==> config.mk <==
export PLATFORM = sky130hd
export DESIGN_NAME = i2c_slave_rx
export DESIGN_NICKNAME = d
export VERILOG_FILES = /design/src/rtl/i2c_slave_rx.sv
export SDC_FILE = /design/constraint.sdc
export NUM_CORES = 1
export LEC_CHECK = 0
export ABC_AREA = 1
export BUFFER_PORTS_ARGS = -buffer_cell sky130_fd_sc_hd__buf_2
export CORE_UTILIZATION = 38
export CTS_BUF_LIST = sky130_fd_sc_hd__clkbuf_2 sky130_fd_sc_hd__clkbuf_4 sky130_fd_sc_hd__clkbuf_8
export DETAILED_ROUTE_END_ITERATION = 10
export GPL_ROUTABILITY_DRIVEN = 0
export PLACE_DENSITY_LB_ADDON = 0.15
export SLEW_MARGIN = 5
export SYNTH_ARGS = -nofsm -noshare
export SYNTH_HDL_FRONTEND = slang
export SYNTH_SLANG_ARGS = --single-unit
==> constraint.sdc <==
create_clock -name clk -period 2.1 [get_ports clk]
set_input_delay 0.315 -clock clk [delete_from_list [all_inputs] [get_ports clk]]
set_output_delay 0.315 -clock clk [all_outputs]
set_load 0.01 [all_outputs]
==> src/rtl/i2c_slave_rx.sv <==
// Responder-side I2C receiver: START/STOP detection, address match with ACK, write-byte reception.
// Optional macro I2C_GENERAL_CALL_EN: also accept the general-call address byte 8'h00.
module i2c_slave_rx #(
  parameter logic [6:0] SLAVE_ADDR  = 7'h50,
  parameter int         SYNC_STAGES = 2
) (
  input  logic       clk,
  input  logic       reset,
  input  logic       iSCL,
  input  logic       iSDA,
  output logic       oSDA_low,
  output logic       busy,
  output logic       start_det,
  output logic       stop_det,
  output logic       addr_match,
  output logic       rw,
  output logic       rd_req,
  output logic [7:0] rx_data,
  output logic       rx_valid,
  output logic       general_call
);

  typedef enum logic [2:0] {
    IDLE, ADDR, ADDR_ACK, DATA, DATA_ACK, READ_WAIT, IGNORE
  } state_t;

  state_t                 state;
  logic [SYNC_STAGES-1:0] scl_sync, sda_sync;
  logic                   scl_d, sda_d;
  logic [2:0]             bit_cnt;
  logic [6:0]             shift;
  logic                   ack_phase;

  // Synchronizers reset to the idle-bus level so leaving reset creates no edges.
  always_ff @(posedge clk) begin
    if (reset) begin
      scl_sync <= '1;
      sda_sync <= '1;
      scl_d    <= 1'b1;
      sda_d    <= 1'b1;
    end else begin
      scl_sync <= {scl_sync[SYNC_STAGES-2:0], iSCL};
      sda_sync <= {sda_sync[SYNC_STAGES-2:0], iSDA};
      scl_d    <= scl_sync[SYNC_STAGES-1];
      sda_d    <= sda_sync[SYNC_STAGES-1];
    end
  end

  logic scl_s, sda_s, scl_rise, scl_fall, start_cond, stop_cond, gc_hit;
  logic [7:0] rx_byte;

  assign scl_s      = scl_sync[SYNC_STAGES-1];
  assign sda_s      = sda_sync[SYNC_STAGES-1];
  assign scl_rise   = scl_s & ~scl_d;
  assign scl_fall   = ~scl_s & scl_d;
  assign start_cond = scl_s & scl_d & sda_d & ~sda_s;
  assign stop_cond  = scl_s & scl_d & ~sda_d & sda_s;
  assign rx_byte    = {shift, sda_s};

`ifdef I2C_GENERAL_CALL_EN
  assign gc_hit = (rx_byte == 8'h00);
`else
  assign gc_hit = 1'b0;
`endif

  // Bus events override bit sampling; ACK slots are driven from falling SCL edges.
  always_ff @(posedge clk) begin
    if (reset) begin
      state        <= IDLE;
      bit_cnt      <= 3'd0;
      shift        <= 7'd0;
      ack_phase    <= 1'b0;
      oSDA_low     <= 1'b0;
      busy         <= 1'b0;
      start_det    <= 1'b0;
      stop_det     <= 1'b0;
      addr_match   <= 1'b0;
      rw           <= 1'b0;
      rd_req       <= 1'b0;
      rx_data      <= 8'h00;
      rx_valid     <= 1'b0;
      general_call <= 1'b0;
    end else begin
      start_det    <= 1'b0;
      stop_det     <= 1'b0;
      addr_match   <= 1'b0;
      rx_valid     <= 1'b0;
      general_call <= 1'b0;
      if (start_cond) begin
        state     <= ADDR;
        bit_cnt   <= 3'd0;
        shift     <= 7'd0;
        ack_phase <= 1'b0;
        oSDA_low  <= 1'b0;
        rd_req    <= 1'b0;
        busy      <= 1'b1;
        start_det <= 1'b1;
      end else if (stop_cond) begin
        state     <= IDLE;
        bit_cnt   <= 3'd0;
        shift     <= 7'd0;
        ack_phase <= 1'b0;
        oSDA_low  <= 1'b0;
        rd_req    <= 1'b0;
        busy      <= 1'b0;
        stop_det  <= 1'b1;
      end else begin
        unique case (state)
          ADDR: begin
            if (scl_rise) begin
              shift   <= rx_byte[6:0];
              bit_cnt <= bit_cnt + 3'd1;
              if (bit_cnt == 3'd7) begin
                ack_phase <= 1'b0;
                if (rx_byte[7:1] == SLAVE_ADDR) begin
                  addr_match <= 1'b1;
                  rw         <= rx_byte[0];
                  state      <= ADDR_ACK;
                end else if (gc_hit) begin
                  addr_match   <= 1'b1;
                  general_call <= 1'b1;
                  rw           <= 1'b0;
                  state        <= ADDR_ACK;
                end else begin
                  state <= IGNORE;
                end
              end
            end
          end
          DATA: begin
            if (scl_rise) begin
              shift   <= rx_byte[6:0];
              bit_cnt <= bit_cnt + 3'd1;
              if (bit_cnt == 3'd7) begin
                rx_data   <= rx_byte;
                rx_valid  <= 1'b1;
                ack_phase <= 1'b0;
                state     <= DATA_ACK;
              end
            end
          end
          ADDR_ACK, DATA_ACK: begin
            if (scl_fall) begin
              if (!ack_phase) begin
                oSDA_low  <= 1'b1;
                ack_phase <= 1'b1;
              end else begin
                oSDA_low  <= 1'b0;
                ack_phase <= 1'b0;
                if (state == ADDR_ACK && rw) begin
                  state  <= READ_WAIT;
                  rd_req <= 1'b1;
                end else begin
                  state <= DATA;
                end
              end
            end
          end
          IDLE, READ_WAIT, IGNORE: ;
          default: state <= IDLE;
        endcase
      end
    end
  end

endmodule

==> flow_summary.ini, run 1 <==
[power_and_ir_drop]
power_per_cell_area_mw_per_mm2 = 804.0
p_leak_nw = 0.9228
vdd_drop_max_v = 0.0004723

[setup_path]
crit_required_ps = 2290
end_kind = flop
arrival_ps = 1640
crit_path_max_fanout = 14
crit_type = reg2reg
start_kind = flop

[route]
drtPass1Iterations = 4
vias = 1239
ant_nets = 0
drc = 0
drtIter0Drc = 43
viasPerCell = 4.505
wl_per_cell_um = 10.41
wl_um = 2863

[placed_design]
dp_hpwl_um = 2107
pre_cts_slack_ps = 565.3
io_buffers = 19

[clocking]
insertion_delay_ps = 290
cts_hold_buffers = 0
cts_buffer_depth = 2
ctsResizeCount = 0
cts_sinks = 36
post_cts_buffers = 0
clockRootBuffer = clkbuf_8
htreeDepth = 2
cts_buffers = 5
cts_tree = built
clk_transition_reported_paths_ps = 70

[timing]
fmax_mhz = 688.4
finalSetupViolCount = 0
period_share = 0.6917
clock_skew_ps = 5.031
fin_ws_ps = 647.3
rsz0062_at_grt = false
setup_tns_ps = 0
finalHoldViolations = 0
drv_slew = 0
layout_min_cycle_time_ps = 1453

[status]
status = completed

[min_path]
min_path_type = in2reg

[grt]
antenna_found_initial = 0
grt_pass1_vias = 1079
grtUsageTotal = 0.1445
overflow = 0
grt_start_max_net_pins = 16
grt_pass1_wl_um = 4712

[floorplan]
start_util = 0.3979
dieArea_mm2 = 0.004451
die_y_um = 66.72
coreArea_mm2 = 0.004000
rows = 23
die_w_um = 66.72
ioPinCount = 21

[job]
maxCapViolCount = 0

[final_layout]
area_growth_pct = 10.06
utilization = 0.4379
num_antenna_cells = 0
drive_gt1_frac = 0.2000
final_cell_mix = nand2_1, dfxtp_1, nor2_1
final_common_cell = nand2_1
layout.nets = 230

[logic_synthesis]
synth_seq_cells = 36
syn_nets = 212
avgSynthCellArea_um2 = 7.726
syn_area_mm2 = 0.001592
synth_cells = 206
ys_warn_count = 0
ys_seq_area_frac = 0.4528
synthDistinctLibCells = 29
## registers in the layout, indices dropped and copies added, names as in the netlist
signal      count
oSDA_low        1
rx_valid        1
scl_sync        2
addr_match      1
start_det       1
sda_sync        2
rw              1
rd_req          1
state           3
stop_det        1
busy            1
rx_data         8
scl_d           1
ack_phase       1
sda_d           1
bit_cnt         3
shift           7
## final timing paths
check | slack (ps) | depth (start not counted) | end | from
setup / recovery | 650 | 7 | rx_data[1]$_SDFFE_PP0P_ | bit_cnt[0]$_SDFFE_PP0P_
hold / removal | 200 | 2 | scl_sync[0]$_SDFF_PP1_ | iSCL
hold reg to reg | 420 | 1 | scl_sync[1]$_SDFF_PP1_ | scl_sync[0]$_SDFF_PP1_
setup reg to reg | 650 | 7 | rx_data[1]$_SDFFE_PP0P_ | bit_cnt[0]$_SDFFE_PP0P_
## per-stage QoR
step | total power [mW] | hold WS, ps | area [µm²] | instances
2_1_floorplan | 0.9309 | 389.5 | 1592 | 206
3_3_place_gp | 0.9437 | 396.6 | 1664 | 267
3_5_place_dp | 0.9429 | 396.9 | 1664 | 267
4_1_cts | 1.424 | 194.3 | 1752 | 275
5_1_grt | 1.484 | 208.9 | 1752 | 275
6_report | 1.408 | 203.6 | 1752 | 275
## report_power, final
part / leakage, nW / internal [mW] / switching, mW
logic: 0.583 / 0.0691 / 0.126
registers: 0.292 / 0.702 / 0.0300
clock network: 0.0479 / 0.231 / 0.251
## per-layer routing
metal | share of wire | global-route usage | up-vias
li1 | - | - | 668
met3 | 0.038 | 0.03596 | 6
met2 | 0.44 | 0.2235 | 22
met5 | 0 | 0 | -
met1 | 0.50 | 0.1785 | 543
met4 | 0.020 | 0.08777 | 0
## Yosys cell counts (all sizes together)
library cell | n | area share
a21oi | 9 | 0.028
o21ai | 15 | 0.052
xor2 | 1 | 0.0055
conb | 1 | 0.0024
ha | 2 | 0.016
or2 | 4 | 0.016
nor2 | 32 | 0.086
nand3 | 8 | 0.028
dfxtp | 36 | 0.45
nand3b | 1 | 0.0047
nand2 | 48 | 0.12
inv | 29 | 0.068
a31oi | 1 | 0.0039
nor3 | 5 | 0.019
mux2 | 4 | 0.038
clkbuf | 2 | 0.011
buf | 6 | 0.042
nand4 | 2 | 0.0079
## cell families (layout without fill, tap and decap cells)
logic type | Yosys count | in the layout | synth area share
compound gates | 25 | 25 | 0.08412
mux | 4 | 4 | 0.03774
fa+ha+maj | 2 | 2 | 0.01572
buf+inv | 37 | 56 | 0.1219
other cells | 1 | 1 | 0.002356
xor+xnor | 1 | 1 | 0.005504
flops | 36 | 36 | 0.4528
simple gates | 100 | 100 | 0.2799
## final cells by class
| class | count | area (µm²) |
|---|---|---|
| fillers | 413 | 2248 |
| clock buffers | 5 | 68.82 |
| well taps | 50 | 62.56 |
| repair buffers | 19 | 95.09 |
| clock inverters | 3 | 18.77 |
| flip-flops and latches | 36 | 720.7 |
| multi-input cells | 133 | 676.9 |
| inverters | 29 | 108.9 |
## worst max-delay path, stage by stage (launching register included)
cell     delay [ps]
dfxtp_1         360
ha_1            160
ha_1            180
nand2_1         100
nor2_4          260
inv_1           130
nor2_1          110
nor2_1           50
Note: power is estimated with default switching activity, not from simulation.
==> run 2: changes to the inputs <==
==> constraint.sdc (replaced) <==
create_clock -name clk -period 1.25 [get_ports clk]
set_input_delay 0.1875 -clock clk [delete_from_list [all_inputs] [get_ports clk]]
set_output_delay 0.1875 -clock clk [all_outputs]
set_load 0.01 [all_outputs]
==> run 2 against run 1 <==
Effect of this change: the run now ends with negative setup slack left; hold slack got worse by 120 ps; sequential cell count unchanged; non-clock buffer count increased by 26; clock power increased by 76%; final cell count increased by 9.8%; wire length increased by 14%; sequential share of layout area decreased by 5.8 points; die area unchanged; register-to-register slack got worse by 710 ps; critical endpoint is now state[1]$_SDFFE_PP0P_.
==> flow_summary.ini, run 2 (same netlist as run 1, synthesis figures left out) <==
[floorplan]
rows = 23
dieArea_mm2 = 0.004451
coreArea_mm2 = 0.004000
die_w_um = 66.72
start_util = 0.3979
ioPinCount = 21
die_y_um = 66.72

[power_and_ir_drop]
vdd_drop_max_v = 0.0008147
power_per_cell_area_mw_per_mm2 = 1242
p_leak_nw = 1.069

[placed_design]
io_buffers = 19
pre_cts_slack_ps = -109.5
place_area_mm2 = 0.001833
dp_hpwl_um = 2268

[clocking]
cts_sinks = 36
htreeDepth = 2
cts_hold_buffers = 0
insertion_delay_ps = 290
cts_buffers = 5
clockRootBuffer = clkbuf_8
cts_tree = built
clk_transition_reported_paths_ps = 70
cts_buffer_depth = 2

[timing]
finalSetupViolCount = 10
period_share = 1.051
clock_skew_ps = 2.735
finalHoldViolations = 0
drv_slew = 0
rsz0062_at_grt = true
layout_min_cycle_time_ps = 1313
fmax_mhz = 761.5
fin_ws_ps = -63.16

[final_layout]
final_common_cell = nand2_1
reg.largest.list = rx_data (8), shift (7)
fin_area_mm2 = 0.002068
final_cell_mix = nand2_1, nor2_1, dfxtp_1
num_antenna_cells = 0
fillers = 408
area_growth_pct = 29.95
top_register = rx_data
utilization = 0.5170
largest_reg_flops = 8
layout.nets = 257
drive_gt1_frac = 0.3849

[min_path]
min_path_type = in2reg
min_to = scl_sync[0]$_SDFF_PP1_
hold_start = iSCL
hold_path_depth = 2

[setup_path]
start_kind = flop
reg2reg_depth = 10
arrival_ps = 1500
crit-reg2reg-capture = state[1]$_SDFFE_PP0P_
end_kind = flop
crit_path_max_fanout = 4
r2r-start = bit_cnt[0]$_SDFFE_PP0P_
crit_required_ps = 1430
crit_type = reg2reg
r2r_slack_ps = -60

[route]
ant_nets = 0
vias = 1367
drtIter0Drc = 39
wl_per_cell_um = 10.85
drtPass1Iterations = 4
wl_um = 3278
drc = 0
viasPerCell = 4.526

[grt]
grtUsageTotal = 0.1625
grt_start_max_net_pins = 12
overflow = 0
grt_pass1_wl_um = 5340
antenna_found_initial = 0
grt_pass1_vias = 1245

[status]
violations = negative setup slack
status = finished, violations left

[job]
maxCapViolCount = 0
## run 2: layout make-up
cell class,count,area [µm²],share of cell area
inverters,29,112.6,0.05445
repair inverters,1,7.507,0.003630
repair buffers,45,301.5,0.1458
clock inverters,2,10.01,0.004840
flip-flops and latches,36,732.0,0.3539
multi-input cells,133,759.5,0.3672
well taps,50,62.56,0.03025
clock buffers,6,82.58,0.03993
## run 2: routing by layer
| metal | share of wire | up-vias | GRT usage |
|---|---|---|---|
| met5 | 0 | - | 0 |
| met4 | 0.013 | 0 | 0.07181 |
| met3 | 0.037 | 6 | 0.04110 |
| met2 | 0.48 | 29 | 0.2740 |
| met1 | 0.48 | 608 | 0.1918 |
| li1 | - | 724 | - |
## run 2: worst max-delay path by stage
stage / startpoint / endpoint / slack [ps] / cells after the start
finish: bit_cnt[0]$_SDFFE_PP0P_ / state[1]$_SDFFE_PP0P_ / -60 / 10
global route: bit_cnt[0]$_SDFFE_PP0P_ / state[1]$_SDFFE_PP0P_ / -150 / 10
CTS: bit_cnt[1]$_SDFFE_PP0P_ / rx_data[3]$_SDFFE_PP0P_ / -50 / 7
detailed placement: bit_cnt[1]$_SDFFE_PP0P_ / rx_data[3]$_SDFFE_PP0P_ / -110 / 7
global placement: state[0]$_SDFFE_PP0P_ / rx_data[3]$_SDFFE_PP0P_ / -120 / 5
floorplan: bit_cnt[1]$_SDFFE_PP0P_ / state[2]$_SDFFE_PP0P_ / 10 / 10
## run 2: timing repair
| item | CTS | global route |
|---|---|---|
| setup buffers | 6 | 1 |
| gates resized for setup | 13 | 18 |
| endpoints found under the setup margin | 24 | 27 |
| gates cloned | 1 | 0 |
| pin swaps | 10 | 10 |
## run 2: power breakdown
| part | internal (mW) | total, mW | switching, mW |
|---|---|---|---|
| Sequential | 1.18 | 1.22 | 0.0416 |
| Combinational | 0.206 | 0.496 | 0.290 |
| Clock | 0.440 | 0.848 | 0.409 |
| Total | 1.83 | 2.57 | 0.740 |
## run 2: worst max-delay path, stage by stage, from the launching register on
cell	delay [ps]
dfxtp_2	360
ha_4	140
ha_4	140
nand3b_1	110
nand2_2	70
inv_2	50
nand2_2	50
nor2_4	130
nand2_1	60
nand2_1	50
nor2_1	40
## run 2: metrics by stage
step                      TNS (ps)  cells  hold WS [ps]  total power, mW
final                       -239.3    302         82.81            2.568
after global routing         -1904    302         82.58            2.705
after CTS                   -479.2    301         75.46            2.547
after detailed placement    -937.9    286         376.9            1.669
after global placement       -1484    286         371.4            1.674
after floorplan                  0    206         291.3            1.562
